File: src/rtl/spi_ram_pkg.sv
// Shared definitions for the SPI-to-RAM command controller and its arbiter.
package spi_ram_pkg;

    localparam int ADDR_SIZE_DEF = 8;
    localparam int TX_HOLD_DEF   = 9;

    localparam logic [1:0] OP_WR_ADDR = 2'b00;
    localparam logic [1:0] OP_WR_DATA = 2'b01;
    localparam logic [1:0] OP_RD_ADDR = 2'b10;
    localparam logic [1:0] OP_RD_DATA = 2'b11;

    typedef enum logic [1:0] {
        S_IDLE   = 2'd0,
        S_PEND   = 2'd1,
        S_RDWAIT = 2'd2,
        S_TX     = 2'd3
    } spi_state_e;

    // Owner tags double as request/grant bit positions in the arbiter.
    localparam logic OWN_SPI  = 1'b0;
    localparam logic OWN_HOST = 1'b1;

endpackage

File: src/rtl/ram_rr_arbiter.sv
// Two-requester round-robin arbiter: a sole requester always wins, a conflict
// goes to whoever was not granted last. Grant is one-hot and combinational.
module ram_rr_arbiter
    import spi_ram_pkg::*;
(
    input  logic       clk,
    input  logic       rst_n,
    input  logic [1:0] req,
    output logic [1:0] gnt
);

    logic last_gnt_q;
    logic last_gnt_d;

    // Grant selection and last-winner tracking.
    always_comb begin
        gnt        = req;
        last_gnt_d = last_gnt_q;
        if (req == 2'b11) begin
            gnt = (last_gnt_q == OWN_HOST) ? 2'b01 : 2'b10;
        end
        if (gnt[OWN_SPI]) begin
            last_gnt_d = OWN_SPI;
        end else if (gnt[OWN_HOST]) begin
            last_gnt_d = OWN_HOST;
        end
    end

    // Last-winner register; starts at host so SPI takes the first conflict.
    always_ff @(posedge clk) begin
        if (!rst_n) begin
            last_gnt_q <= OWN_HOST;
        end else begin
            last_gnt_q <= last_gnt_d;
        end
    end

endmodule

File: src/rtl/spi_ram_ctrl.sv
// SPI command decoder and RAM master. SPI words and a host port share the
// single-port RAM; read data is steered back by an owner tag that travels
// with each access.
//
// state    | meaning
// S_IDLE   | no SPI RAM access outstanding
// S_PEND   | SPI write/read waiting for an arbiter grant
// S_RDWAIT | SPI read on the RAM port this cycle
// S_TX     | read data returning, then held on tx_data for TX_HOLD cycles
module spi_ram_ctrl
    import spi_ram_pkg::*;
#(
    parameter int ADDR_SIZE = ADDR_SIZE_DEF,
    parameter int TX_HOLD   = TX_HOLD_DEF
) (
    input  logic                 clk,
    input  logic                 rst_n,
    input  logic [9:0]           rx_data,
    input  logic                 rx_valid,
    output logic [7:0]           tx_data,
    output logic                 tx_valid,
    input  logic                 host_req,
    input  logic                 host_we,
    input  logic [ADDR_SIZE-1:0] host_addr,
    input  logic [7:0]           host_wdata,
    output logic                 host_gnt,
    output logic [7:0]           host_rdata,
    output logic                 host_rvalid,
    output logic                 mem_en,
    output logic                 mem_we,
    output logic [ADDR_SIZE-1:0] mem_addr,
    output logic [7:0]           mem_wdata,
    input  logic [7:0]           mem_rdata,
    output logic                 spi_err
);

    localparam int CNT_W = (TX_HOLD > 1) ? $clog2(TX_HOLD) : 1;

    spi_state_e           state_q, state_d;
    logic                 rx_valid_q, rx_hist_q;
    logic [9:0]           rx_data_q;
    logic [9:0]           cmd_q, cmd_d;
    logic [ADDR_SIZE-1:0] wr_addr_q, wr_addr_d;
    logic [ADDR_SIZE-1:0] rd_addr_q, rd_addr_d;
    logic                 spi_err_q, spi_err_d;
    logic [7:0]           tx_data_q, tx_data_d;
    logic                 tx_valid_q, tx_valid_d;
    logic [CNT_W-1:0]     tx_cnt_q, tx_cnt_d;
    logic                 mem_en_q, mem_en_d;
    logic                 mem_we_q, mem_we_d;
    logic [ADDR_SIZE-1:0] mem_addr_q, mem_addr_d;
    logic [7:0]           mem_wdata_q, mem_wdata_d;
    logic                 host_gnt_q, host_gnt_d;
    logic                 own_c1_q, own_c1_d;
    logic                 rd_c2_q, rd_c2_d;
    logic                 own_c2_q, own_c2_d;
    logic [7:0]           host_rdata_q, host_rdata_d;
    logic                 host_rvalid_q, host_rvalid_d;

    logic                 capture;
    logic                 spi_rdata_vld;
    logic [1:0]           arb_req;
    logic [1:0]           arb_gnt;

    // rx_valid is a level; one command is taken per rising edge of its registered copy.
    assign capture          = rx_valid_q & ~rx_hist_q;
    assign spi_rdata_vld    = rd_c2_q & (own_c2_q == OWN_SPI);
    assign arb_req[OWN_SPI]  = (state_q == S_PEND);
    assign arb_req[OWN_HOST] = host_req;

    ram_rr_arbiter u_arb (
        .clk   (clk),
        .rst_n (rst_n),
        .req   (arb_req),
        .gnt   (arb_gnt)
    );

    // SPI FSM: command decode, drop detection and the tx hold down-counter.
    always_comb begin
        state_d    = state_q;
        cmd_d      = cmd_q;
        wr_addr_d  = wr_addr_q;
        rd_addr_d  = rd_addr_q;
        spi_err_d  = spi_err_q;
        tx_data_d  = tx_data_q;
        tx_valid_d = tx_valid_q;
        tx_cnt_d   = tx_cnt_q;
        case (state_q)
            S_PEND: begin
                if (arb_gnt[OWN_SPI]) begin
                    state_d = (cmd_q[9:8] == OP_RD_DATA) ? S_RDWAIT : S_IDLE;
                end
            end
            S_RDWAIT: state_d = S_TX;
            S_TX: begin
                if (spi_rdata_vld) begin
                    tx_data_d  = mem_rdata;
                    tx_valid_d = 1'b1;
                    tx_cnt_d   = CNT_W'(TX_HOLD - 1);
                end else if (tx_valid_q) begin
                    if (tx_cnt_q == '0) begin
                        tx_valid_d = 1'b0;
                        state_d    = S_IDLE;
                    end else begin
                        tx_cnt_d = tx_cnt_q - CNT_W'(1);
                    end
                end
            end
            default: ;
        endcase
        if (capture) begin
            if (state_q == S_PEND || state_q == S_RDWAIT) begin
                spi_err_d = 1'b1;
            end else begin
                // A new word during S_TX cuts the response short and is decoded as from idle.
                tx_valid_d = 1'b0;
                state_d    = S_IDLE;
                case (rx_data_q[9:8])
                    OP_WR_ADDR: wr_addr_d = ADDR_SIZE'(rx_data_q[7:0]);
                    OP_RD_ADDR: rd_addr_d = ADDR_SIZE'(rx_data_q[7:0]);
                    default: begin
                        cmd_d   = rx_data_q;
                        state_d = S_PEND;
                    end
                endcase
            end
        end
    end

    // RAM issue from the granted requester and owner-tagged read data return.
    always_comb begin
        mem_en_d    = 1'b0;
        mem_we_d    = 1'b0;
        mem_addr_d  = mem_addr_q;
        mem_wdata_d = mem_wdata_q;
        own_c1_d    = own_c1_q;
        host_gnt_d  = arb_gnt[OWN_HOST];
        if (arb_gnt[OWN_SPI]) begin
            mem_en_d    = 1'b1;
            mem_we_d    = (cmd_q[9:8] == OP_WR_DATA);
            mem_addr_d  = mem_we_d ? wr_addr_q : rd_addr_q;
            mem_wdata_d = cmd_q[7:0];
            own_c1_d    = OWN_SPI;
        end else if (arb_gnt[OWN_HOST]) begin
            mem_en_d    = 1'b1;
            mem_we_d    = host_we;
            mem_addr_d  = host_addr;
            mem_wdata_d = host_wdata;
            own_c1_d    = OWN_HOST;
        end
        rd_c2_d       = mem_en_q & ~mem_we_q;
        own_c2_d      = own_c1_q;
        host_rvalid_d = rd_c2_q & (own_c2_q == OWN_HOST);
        host_rdata_d  = host_rvalid_d ? mem_rdata : host_rdata_q;
    end

    // State and pipeline registers; reset discards any in-flight read.
    always_ff @(posedge clk) begin
        if (!rst_n) begin
            state_q       <= S_IDLE;
            rx_valid_q    <= 1'b0;
            rx_hist_q     <= 1'b0;
            rx_data_q     <= '0;
            cmd_q         <= '0;
            wr_addr_q     <= '0;
            rd_addr_q     <= '0;
            spi_err_q     <= 1'b0;
            tx_data_q     <= '0;
            tx_valid_q    <= 1'b0;
            tx_cnt_q      <= '0;
            mem_en_q      <= 1'b0;
            mem_we_q      <= 1'b0;
            mem_addr_q    <= '0;
            mem_wdata_q   <= '0;
            host_gnt_q    <= 1'b0;
            own_c1_q      <= OWN_SPI;
            rd_c2_q       <= 1'b0;
            own_c2_q      <= OWN_SPI;
            host_rdata_q  <= '0;
            host_rvalid_q <= 1'b0;
        end else begin
            state_q       <= state_d;
            rx_valid_q    <= rx_valid;
            rx_hist_q     <= rx_valid_q;
            rx_data_q     <= rx_data;
            cmd_q         <= cmd_d;
            wr_addr_q     <= wr_addr_d;
            rd_addr_q     <= rd_addr_d;
            spi_err_q     <= spi_err_d;
            tx_data_q     <= tx_data_d;
            tx_valid_q    <= tx_valid_d;
            tx_cnt_q      <= tx_cnt_d;
            mem_en_q      <= mem_en_d;
            mem_we_q      <= mem_we_d;
            mem_addr_q    <= mem_addr_d;
            mem_wdata_q   <= mem_wdata_d;
            host_gnt_q    <= host_gnt_d;
            own_c1_q      <= own_c1_d;
            rd_c2_q       <= rd_c2_d;
            own_c2_q      <= own_c2_d;
            host_rdata_q  <= host_rdata_d;
            host_rvalid_q <= host_rvalid_d;
        end
    end

    assign tx_data     = tx_data_q;
    assign tx_valid    = tx_valid_q;
    assign host_gnt    = host_gnt_q;
    assign host_rdata  = host_rdata_q;
    assign host_rvalid = host_rvalid_q;
    assign mem_en      = mem_en_q;
    assign mem_we      = mem_we_q;
    assign mem_addr    = mem_addr_q;
    assign mem_wdata   = mem_wdata_q;
    assign spi_err     = spi_err_q;

endmodule

File: config.mk
export PLATFORM = sky130hd
export DESIGN_NAME = spi_ram_ctrl
export DESIGN_NICKNAME = d
export VERILOG_FILES = /design/src/rtl/spi_ram_pkg.sv /design/src/rtl/ram_rr_arbiter.sv /design/src/rtl/spi_ram_ctrl.sv
export SDC_FILE = /design/constraint.sdc
export NUM_CORES = 1
export LEC_CHECK = 0
export CAP_MARGIN = 0
export CORE_MARGIN = 4
export CORE_UTILIZATION = 40
export DETAILED_ROUTE_END_ITERATION = 16
export PLACE_DENSITY = 0.73
export SETUP_SLACK_MARGIN = 0.05
export SYNTH_ARGS = -nofsm -noshare
export SYNTH_HDL_FRONTEND = slang
export SYNTH_HIERARCHICAL = 1
export SYNTH_SLANG_ARGS = --single-unit
File: constraint.sdc
create_clock -name clk -period 5.5 [get_ports clk]
set_clock_uncertainty 0.1 [all_clocks]
set_input_delay 0.55 -clock clk [delete_from_list [all_inputs] [get_ports clk]]
set_output_delay 0.55 -clock clk [all_outputs]
set_load 0.02 [all_outputs]
# Word-level counts from Yosys, hierarchy flattened
# Index checks and enable logic that the tools add are counted.
# Widths: inputs -> output; s select.
[op_classes]
add_sub_neg = 1
n_eq_ne = 8
muxes = 31
n_bitwise = 10
reduce_logical = 13
[ops]
columns = ["op", "n"]
rows = [
  ["$mux 8", 5],
  ["$mux 2", 9],
  ["$mux 1", 13],
  ["$mux 4", 3],
  ["$reduce_and 3->1", 4],
  ["$eq 2x2->1 const B", 5],
  ["$not 1->1", 6],
  ["$pmux 2 s3", 1],
  ["$and 1x1->1", 4],
  ["$eq 2x1->1 const B", 2],
  ["$logic_not 4->1", 1],
  ["$reduce_and 2->1", 2],
  ["$reduce_bool 2->1", 2],
  ["$reduce_or 2->1", 2],
  ["$sub 4x1->4 const B", 1],
  ["$logic_not 2->1", 1],
  ["$ne 2x2->1 const B", 1],
  ["$logic_or 1x1->1", 1],
]
[totals]
reg_bits = 86
input_bits = 39
output_inout_bits = 38
word_cells = 85

# Longest topological paths before layout
# Gate-level depths: netlist (run 1).
[depth]
depth_word = 7
ltp_mapped = 10
ltp_nobuf = 8

# Modules after synthesis
# The synthesis (run 1) kept the hierarchy.
[modules_own_cells]
columns = ["mod", "n_inst", "cells_each", "area_per_inst_um2", "seq_area_each_um2"]
rows = [
  ["spi_ram_ctrl", 1, 371, 3313.2, 1701.6],
  ["ram_rr_arbiter", 1, 7, 61.3, 20.0],
]

# Least setup slack after synthesis (run 1)
# No wires, ideal clock.
[synth_path]
kind = "flip-flop to flip-flop"
from = "register state_q[1]"
to = "register mem_addr_q[4] (netlist: mem_addr[4])"
setup_ns = 0.086
arrival_ns = 1.797
required_time_ns = 5.314
path_slack_ns = 3.518
stages_incl_launch_ff = 10
n_path_buf = 3
period_less_slack_ns = 1.982
path_cell_list = "dfxtp_1 inv_1 ha_1 and2_4 nor2b_2 clkbuf_1 buf_4 buf_2 a211oi_1 a211oi_1"
[synth_via]
elab_chain_cells = 4
elab_cells_between_ends = 5
classes_between = "2 x eq/ne; 2 x mux; 1 x reduce/logical"
[synth_rtl]
columns = ["item", "line_no", "source"]
rows = [
  ["start: declaration", "spi_ram_ctrl.sv:39", "spi_state_e state_q, state_d;"],
  ["start signal: assignment", "spi_ram_ctrl.sv:182", "state_q <= state_d;"],
  ["$eq 2x1->1", "spi_ram_ctrl.sv:68", "assign arb_req[OWN_SPI] = (state_q == S_PEND);"],
  ["via arb_req[0]", "spi_ram_ctrl.sv:62", "logic [1:0] arb_req;"],
  ["$eq 2x2->1", "ram_rr_arbiter.sv:19", "if (req == 2'b11) begin"],
  ["$mux 2", "ram_rr_arbiter.sv:19", ""],
  ["via arb_gnt[1]", "spi_ram_ctrl.sv:63", "logic [1:0] arb_gnt;"],
  ["$reduce_bool 2->1 (no line)", "n/a", ""],
  ["end signal: assignment", "spi_ram_ctrl.sv:195", "mem_addr_q <= mem_addr_d;"],
  ["end: declaration", "spi_ram_ctrl.sv:51", "logic [ADDR_SIZE-1:0] mem_addr_q, mem_addr_d;"],
]
# The timed path passes the listed nets, and every way through them passes these cells.
# A chain may end at the register's enable or synchronous reset.

# Worst setup path in the final report (run 1)
[layout_path]
from = "input port rst_n"
to = "register mem_addr_q[3] (netlist: mem_addr[3])"
[layout_rtl]
columns = ["item", "line_no", "source"]
rows = [
  ["start: declaration", "spi_ram_ctrl.sv:17", "input logic rst_n,"],
]
# No word-level cell between the ends.

==> results of run 1 <==
-- area by class of cell --
type,count,area (um2)
inverter,11,41.29
multi-input combinational,256,1498
clock buffer,9,123.9
timing repair buffer,78,775.7
sequential,86,1722
clock inverter,6,111.4
tap,105,131.4
fill,771,3814
-- cell usage in the layout (no fill, tap or decap), types with 2 or more instances in the layout --
cell type and count:
dfxtp_1 86, or4_1 4, nor2_1 33, o21ai_1 8, clkbuf_8 9, a211oi_1 16, inv_1 10, nand2_1 49
buf_4 2, nor2b_1 9, a31oi_1 2, ha_1 5, clkdlybuf4s50_1 76, nand3_1 17, mux2i_1 24, a21oi_1 48
bufinv_16 3, nor3b_1 2, o21ai_2 2, nand2b_1 2, o21ai_0 5, and2_1 15
-- power breakdown --
part | total, uW | internal (uW) | leakage, uW | switching (uW)
Sequential | 662 | 645 | 0.000701 | 16.8
Clock | 517 | 299 | 0.000115 | 218
Combinational | 147 | 74.4 | 0.000805 | 72.8
Total | 1330 | 1020 | 0.00162 | 308
-- routing by layer --
| metal | GRT usage, % | vias up | routed length [um] |
|---|---|---|---|
| li1 | - | 1408 | - |
| met1 | 21.59 | 1313 | 3614 |
| met2 | 27.04 | 64 | 3772 |
| met3 | 2.224 | 7 | 368 |
| met4 | 5.882 | 0 | 103 |
| met5 | 0 | - | 0 |
-- registers in the layout, indices dropped and copies added (netlist names), 4 cells and up --
register    flops
rd_addr_q       8
tx_data         8
host_rdata      8
tx_cnt_q        4
mem_wdata       8
cmd_q          10
wr_addr_q       8
mem_addr        8
rx_data_q      10
-- worst paths after layout --
check,endpoint,start
hold reg to reg,rd_c2_q,mem_we
setup / recovery,mem_addr[3],rst_n
setup reg to reg,mem_wdata[3],state_q[1]
hold / removal,rd_c2_q,mem_we
-- worst max-delay path, stage by stage --
cell             delay [ns]
clkdlybuf4s50_1        0.80
clkinv_1               0.66
buf_4                  0.50
a211oi_1               0.22
-- stage by stage --
stage | instances | setup WS [ns] | total power, uW | instance area, um2 | hold slack (ns)
final | 551 | 2.899 | 1326 | 4403 | 0.3322
after global routing | 551 | 2.655 | 1379 | 4403 | 0.3519
after CTS | 551 | 2.864 | 1334 | 4403 | 0.3364
after detailed placement | 536 | 2.504 | 823.5 | 4168 | 0.3247
after global placement | 536 | 2.608 | 820.8 | 4168 | 0.3208
after floorplan | 378 | 3.518 | 756.1 | 3374 | 0.3295
-- cell families (layout without fill, tap and decap cells) --
group | after synthesis | in the layout | share of synthesized area [%]
muxes | 24 | 24 | 7.119
and+or+nand+nor | 139 | 139 | 20.10
AOI/OAI and AO/OA | 88 | 88 | 15.20
buffers and inverters | 36 | 104 | 4.709
adders and majority gates | 5 | 5 | 1.854
DFF | 86 | 86 | 51.02
==> results.md, run 1 <==
* Status: complete, no violations
* Clk_lat worst skew at 0.34 ns
* Post-Syn Nets at 422
* Area growth syn-to-layout at 30.48%
* #FFs+latches synth at 86
* # port buffers at 76
* Slew margin rel. at 18.36%
* Top post-synthesis cells by area: dfxtp_1, a21oi_1, mux2i_1, nand2_1, nor2_1
* Total number of vias at 2792
* Global-route wire length before repair at 13.17 mm
* FP Rows at 33
* Register area share after synthesis at 51.02%
* Unrepaired setup endpoints after global routing: false
* Min Tclk post-route at 2.601 ns
* Die ar. at 9970 um2
* Starting Density at 41.07%
* GP Congestion at 0.7509
* CP Capture Type: flip-flop
* Core Area at 8217 um2
* CTS tree: yes
* R2R Setup Slk at 2.96 ns
* Critical Path AT at 2.76 ns
* Post-synth ARST share at 0%
* Drt total wl at 7.858 mm
* Post-route ant nets at 0
* Worst Max-Slew Pin Slew at 1.219 ns
* Htree depth at 3
* Num CTS Buffers at 9
* CP Launch Type: primary input
* Hpwl dp at 5.643 mm
* Final setup vio count at 0
* Final net count at 486
* Largest net degree at the start of global routing at 46
* Postcts setup bufs at 0
* Commonest cells in the netlist: dfxtp_1, nand2_1, a21oi_1
* HP Class: flip-flop to flip-flop
* Vias in the first global route at 2701
* P_leak at 0.001621 uW
* ANT cells at 0
* GRT overflow at 0
* Top cell type by total area after synthesis: dfxtp_1
* Post-CTS resize count at 0
* Residual DRC count at 0
* CTS sink cnt at 86
* Post-layout util at 53.59%
* Aggregate global-route resource usage at 16.26%
* Pwr per Cell Area at 301.2 nW/um2
* Via density at 5.067
* Synth top area share at 51.02%
* Initial antenna violation count at 0
* MaxCap Viol Count at 0
* Mapped Area at 3374 um2
* Share of cells above drive strength 1 at 5.605%
* Fin. Hold Viols at 0
* WL per Instance at 14.26 um
* CP Class: primary input to flip-flop
* Die Y-Extent at 99.85 um
* Worst-path clk slew at 0.08 ns
* Root buffer cell: clkbuf_8
* TNS Setup at 0 ns
* Post-cts hold buffer count at 0
* Worst r2r path cells at 8
* Yosys warns at 6
* EDFF count, synth at 0
* Avg Cell Area, Syn at 8.927 um2
* 1st-iter DRT viols at 151
* Hold depth at 1
* Max Slew Vio Count at 0
* Worst VDD drop at 0.1350 mV
* Top-count cell post-synth: dfxtp_1
* First-pass iteration count of the detailed router at 4
* Horiz. Die Dim at 99.85 um
* Crit Path Max Fanout at 45
* Synth cell types at 38
* Tcrit/Tclk final at 47.28%
* # IOs at 77
* Worst-case clock buffer depth at 2
* Mapped Cells at 378
* CP required at 5.66 ns
* Max Fclk at 384.5 MHz
* Most used DFF post-synth: dfxtp_1
No activity file was read; power rests on OpenSTA's default activity.
==> run 2, diff against run 1 <==
==> constraint.sdc (replaced) <==
create_clock -name clk -period 2.68 [get_ports clk]
set_clock_uncertainty 0.1 [all_clocks]
set_input_delay 0.268 -clock clk [delete_from_list [all_inputs] [get_ports clk]]
set_output_delay 0.268 -clock clk [all_outputs]
set_load 0.02 [all_outputs]
==> run 2 against run 1 <==
Effect of this change: first-iteration DRC count down 7.9%; worst setup slack worse by 2.5 ns; die area stayed put; sequential power up 110%; combinational power is 110% higher; via count fell by 0.29%; utilization grew 0.26 points; power grew 100%; flip-flop and latch count unchanged; wire length shrank 2.3%; critical endpoint is now rd_addr_q[5]; largest cell class unchanged; highest routed layer unchanged.
==> results.md, run 2 (synthesized netlist as in run 1, its figures left out) <==
* Largest net degree at the start of global routing at 67
* Residual DRC count at 0
* Clock network fraction of design power at 37.4%
* Via density at 5.025
* Flop pwr share at 51.1%
* CP Class: flip-flop to flip-flop
* Cell total after placement at 539
* GP Congestion at 0.7925
* Post-CTS resize count at 0
* Worst Max-Slew Pin Slew at 0.5347 ns
* Worst-case clock buffer depth at 2
* Max Fclk at 437.5 MHz
* Vias in the first global route at 2668
* Min Tclk post-route at 2.286 ns
* GRT overflow at 0
* FP Rows at 33
* Cell Count, Final, Fillers Out at 554
* Hpwl dp at 5.455 mm
* MaxCap Viol Count at 0
* Status: complete, no violations
* Worst-path clk slew at 0.08 ns
* Unrepaired setup endpoints after global routing: false
* Global-route wire length before repair at 12.72 mm
* TNS Setup at 0 ns
* Max Slew Vio Count at 0
* 1st-iter DRT viols at 139
* Core Area at 8217 um2
* Multi-input gate area at 1498 um2
* Filler instances at 747
* Worst VDD drop at 0.2953 mV
* Root buffer cell: clkbuf_8
* CTS tree: yes
* Pwr per Cell Area at 600.5 nW/um2
* Post-cts hold buffer count at 0
* Clk_lat worst skew at 0.35 ns
* Commonest cells after routing, fill and taps aside: dfxtp_1, clkdlybuf4s50_1, nand2_1
* # IOs at 77
* CTS sink cnt at 86
* Drt total wl at 7.675 mm
* P_leak at 0.001630 uW
* ANT cells at 0
* Comb power frac at 11.5%
* Biggest regs: cmd_q x10, rx_data_q x10
* Critical Path AT at 2.42 ns
* Total number of vias at 2784
* Commonest non-fill, non-tap cell in the layout: dfxtp_1
* Starting Density at 41.07%
* Final net count at 489
* Die Y-Extent at 99.85 um
* Area growth syn-to-layout at 31.11%
* R2R Setup Slk at 0.39 ns
* # port buffers at 76
* Fin. Hold Viols at 0
* CP Capture Type: flip-flop
* HP Class: flip-flop to flip-flop
* Net Sw Power at 630.0 uW
* Share of cells above drive strength 1 at 6.236%
* Int Power at 2027 uW
* Sw frac at 23.71%
* Final setup vio count at 0
* Post-route ant nets at 0
* Tcrit/Tclk final at 85.29%
* Reg area at 1722 um2
* Crit Path Max Fanout at 8
* Htree depth at 3
* CP required at 2.81 ns
* Horiz. Die Dim at 99.85 um
* Num CTS Buffers at 9
* First-pass iteration count of the detailed router at 4
* Aggregate global-route resource usage at 15.87%
* Initial antenna violation count at 0
* WL per Instance at 13.85 um
* CP Launch Type: flip-flop
* Postcts setup bufs at 0
* Die ar. at 9970 um2
* Final total power at 2657 uW
* Slew margin rel. at 64.24%
[run 2: changes by cell type in the layout (fill, tap and decap cells not counted), sizes merged]
cell / delta
buf: +3
bufinv: -1
clkbuf: +1
clkinv: -1
clkinvlp: +1
[run 2: worst max-delay path: stages, from the launching register on]
cell	delay, ns
dfxtp_1	0.39
inv_1	0.08
ha_1	0.33
nor3b_1	0.43
nand3b_1	0.49
mux2i_1	0.29
nor2_1	0.06
[run 2: final cells by class]
cell class / instances / share of cell area (%)
clock buffer: 10 / 3.111
clock inverter: 5 / 1.895
inverter: 11 / 0.9333
multi-input combinational: 256 / 33.85
sequential: 86 / 38.91
tap: 105 / 2.969
timing repair buffer: 81 / 18.33
[run 2: power by group through the flow]
stage	logic [uW]	clock network (uW)	registers [uW]
2_1_floorplan	147	0	1400
3_3_place_gp	302	0	1390
3_5_place_dp	307	0	1390
4_1_cts	310	1020	1360
5_1_grt	334	1070	1370
6_report	306	992	1360
[run 2: worst paths after layout]
path,cells after the start,start,endpoint
hold / removal,1,mem_we,rd_c2_q
setup / recovery,6,state_q[0],rd_addr_q[5]
hold reg to reg,1,mem_we,rd_c2_q
setup reg to reg,6,state_q[0],rd_addr_q[5]
[run 2: metrics by stage]
stage | hold slack [ns] | instance area, um2 | worst slack, ns | utilization [%]
after floorplan | 0.2272 | 3374 | 0.6976 | -
after global placement | 0.3341 | 4203 | 0.5345 | 51.15
after detailed placement | 0.3447 | 4203 | 0.4137 | 51.15
after CTS | 0.3506 | 4424 | 0.3925 | 53.85
after global routing | 0.3672 | 4424 | 0.1715 | 53.85
final | 0.3391 | 4424 | 0.3942 | 53.85
[run 2: metal layers]
metal / wire (um) / vias to the layer above / GRT usage, %
met5: 0 / - / 0
met4: 122 / 0 / 5.987
met3: 317 / 11 / 3.127
met2: 3575 / 57 / 25.50
met1: 3660 / 1295 / 21.13
li1: - / 1421 / -
==> RTL change: new RTL, config.mk and constraints of run 1 <==
Make the reset (`rst_n`) asynchronous in 2 clocked blocks.
--- a/src/rtl/ram_rr_arbiter.sv
+++ b/src/rtl/ram_rr_arbiter.sv
@@ -28,5 +28,5 @@
 
     // Last-winner register; starts at host so SPI takes the first conflict.
-    always_ff @(posedge clk) begin
+    always_ff @(posedge clk or negedge rst_n) begin
         if (!rst_n) begin
             last_gnt_q <= OWN_HOST;
--- a/src/rtl/spi_ram_ctrl.sv
+++ b/src/rtl/spi_ram_ctrl.sv
@@ -156,5 +156,5 @@
 
     // State and pipeline registers; reset discards any in-flight read.
-    always_ff @(posedge clk) begin
+    always_ff @(posedge clk or negedge rst_n) begin
         if (!rst_n) begin
             state_q       <= S_IDLE;
Function: differs if rst_n is asserted again (counterexample within 4 cycles, from zero or initial values and one cycle with rst_n low); with rst_n held inactive, the same outputs for 10 cycles.
==> RTL change against run 1 <==
  * Cell area rose by 3.2%
  * Hold slack got worse by 0.086 ns
  * Synthesized cell count shrank 31%
  * Wire length decreased by 12%
  * Area after synthesis increased by 3.5%
  * Setup slack gained 0.29 ns
  * Sequential cell count did not move
  * First-iteration DRC count is 60% lower
  * Sequential share of layout area rose by 8.3 points
  * Register-to-register slack improved by 0.23 ns
  * Count of clock-buffer cells in the layout is 4 higher
  * Critical path type is now reg -> reg
Power is not compared: it rests on default switching activity, and its combinational part moved more than twofold at a synthesized area within 25%.
==> RTL change: results (changes against run 1) <==
- Number of H-tree levels: 3 (unchanged)
- The largest net degree at the start of global routing is 87 (was 46).
- Wire length reported by the detailed router: 6880 um (was 7860 um)
- The detailed router's first-iteration violation count is 60 (was 151).
* Cell leakage power: 0.00193 uW
- The remaining max-slew budget at the tightest pin was 30.3% (was 18.4%).
- Largest driver fanout on the critical path: 10 (was 45)
- The post-CTS setup repair buffer count is 0 (unchanged).
- Placer congestion estimate: 0.813 (was 0.751)
- Largest registers ranked by flip-flop count: cmd_q: 10 flops, rx_data_q: 10 flops (unchanged)
- The overall fraction of global-route tracks in use was 14.5% (was 16.3%).
- The number of warnings printed during yosys synthesis came to 6 (unchanged).
* DRC Markers: 0 (unchanged)
* Most common flop cell mapped by yosys: sky130_fd_sc_hd__dfrtp_1 (was sky130_fd_sc_hd__dfxtp_1)
* Critical path's largest stage delay: 0.48 ns (was 0.80 ns)
- The area after detailed placement is 4370 um2 (was 4170 um2).
- Biggest area contributors in the synthesized netlist: sky130_fd_sc_hd__dfrtp_1 61%, sky130_fd_sc_hd__mux2_2 13%, sky130_fd_sc_hd__mux2i_1 4.9% (was sky130_fd_sc_hd__dfxtp_1 51%, sky130_fd_sc_hd__a21oi_1 7.1%, sky130_fd_sc_hd__mux2i_1 7.1%).
- Proportion of layout cells with a drive suffix above 1: 19.4% (was 5.61%)
- Number of antenna violations at the first check in global routing: 0 (unchanged)
- Distinct cells, synth: 36 (was 38)
* Post-placement cell count: 434 (was 536)
* Wire length of the first global-routing pass: 11600 um (was 13200 um)
- HPWL after detailed placement: 4790 um (was 5640 um)
- The non-filler instance count after layout was 450 (was 551).
- VDD sags by at most 0.236 mV.
* Type of the worst min-delay path: in -> async (was reg -> reg)
- Commonest cells post-synth: 85 x sky130_fd_sc_hd__dfrtp_1, 41 x sky130_fd_sc_hd__mux2_2, 17 x sky130_fd_sc_hd__mux2i_1 (was 86 x sky130_fd_sc_hd__dfxtp_1, 49 x sky130_fd_sc_hd__nand2_1, 48 x sky130_fd_sc_hd__a21oi_1).
- The average via count per standard cell was 5.06 (was 5.07).
- Max stage delay cell, worst path: sky130_fd_sc_hd__and2_1 (was sky130_fd_sc_hd__clkdlybuf4s50_1)
* Worst Path Arrival: 2.44 ns (was 2.76 ns)
* Synthesized Nets: 304 (was 422)
- The clock buffer count from CTS is 9 (unchanged).
- Post-layout nets: 384 (was 486)
- Part of the Yosys area used for sequential elements: 61.6% (was 51.0%)
- Setup WS pre-CTS: 3.20 ns (was 2.50 ns)
- Post-Synthesis Mean Instance Area: 13.4 um2 (was 8.93 um2)
- Final setup TNS: 0 ns (unchanged)
- Via count of the first global-routing pass: 2432 (was 2701)
* Proportion of synthesized flip-flops having asynchronous set or reset: 100% (was 0%)
- Status: finished, final reports clean (unchanged).
- The cell class contributing the biggest share of worst-path delay was simple AND/OR/NAND/NOR gates (was buffers and inverters).
-- RTL change: cell count changes after synthesis, sizes merged, moves of 8 or more --
cell	delta
dfxtp	-86
dfrtp	+85
mux2	+41
a21oi	-34
nand2	-34
nor2	-29
nand3	-17
and2	-15
buf	-10
a211oi	-8
-- RTL change: final timing paths --
| path | slack, ns | cells past startpoint | startpoint | endpoint |
|---|---|---|---|---|
| max in group asynchronous | 4.34 | 1 | rst_n | mem_addr[1]$_DFFE_PN0P_ |
| max | 3.19 | 5 | state_q[0]$_DFF_PN0_ | cmd_q[2]$_DFFE_PN0P_ |
| min | 0.25 | 1 | rst_n | tx_cnt_q[3]$_DFFE_PN0P_ |
| min reg2reg | 0.29 | 0 | own_c1_q$_DFFE_PN0P_ | own_c2_q$_DFF_PN0_ |
| max reg2reg | 3.19 | 5 | state_q[0]$_DFF_PN0_ | cmd_q[2]$_DFFE_PN0P_ |
| min in group clk | 0.29 | 0 | own_c1_q$_DFFE_PN0P_ | own_c2_q$_DFF_PN0_ |
-- RTL change: cell type report --
type,count,area (um2)
fill,711,3800
sequential,86,2150
multi-input combinational,156,1270
timing repair buffer,78,773
clock buffer,13,159
tap,105,131
inverter,9,33.8
clock inverter,3,18.8
-- RTL change: routing by layer --
metal  track usage, %  up-vias  wire length (um)
met5                0        -                 0
met4             6.24        0               133
met3             3.10       14               321
met2             23.1       63              3250
met1             19.1     1118              3180
li1                 -     1082                 -
-- RTL change: logic make-up after synthesis --
logic type | share of synthesized area [%]
compound gates | 7.92
fa+ha+maj | 1.79
buf+inv | 2.08
flops | 61.6
mux | 18.1
simple gates | 8.49
-- RTL change: power breakdown --
part | internal, uW | switching [uW] | leakage (uW) | total [uW]
clock | 189 | 209 | 0.0000934 | 397
sequential | 860 | 123 | 0.00103 | 982
combinational | 453 | 436 | 0.000808 | 889
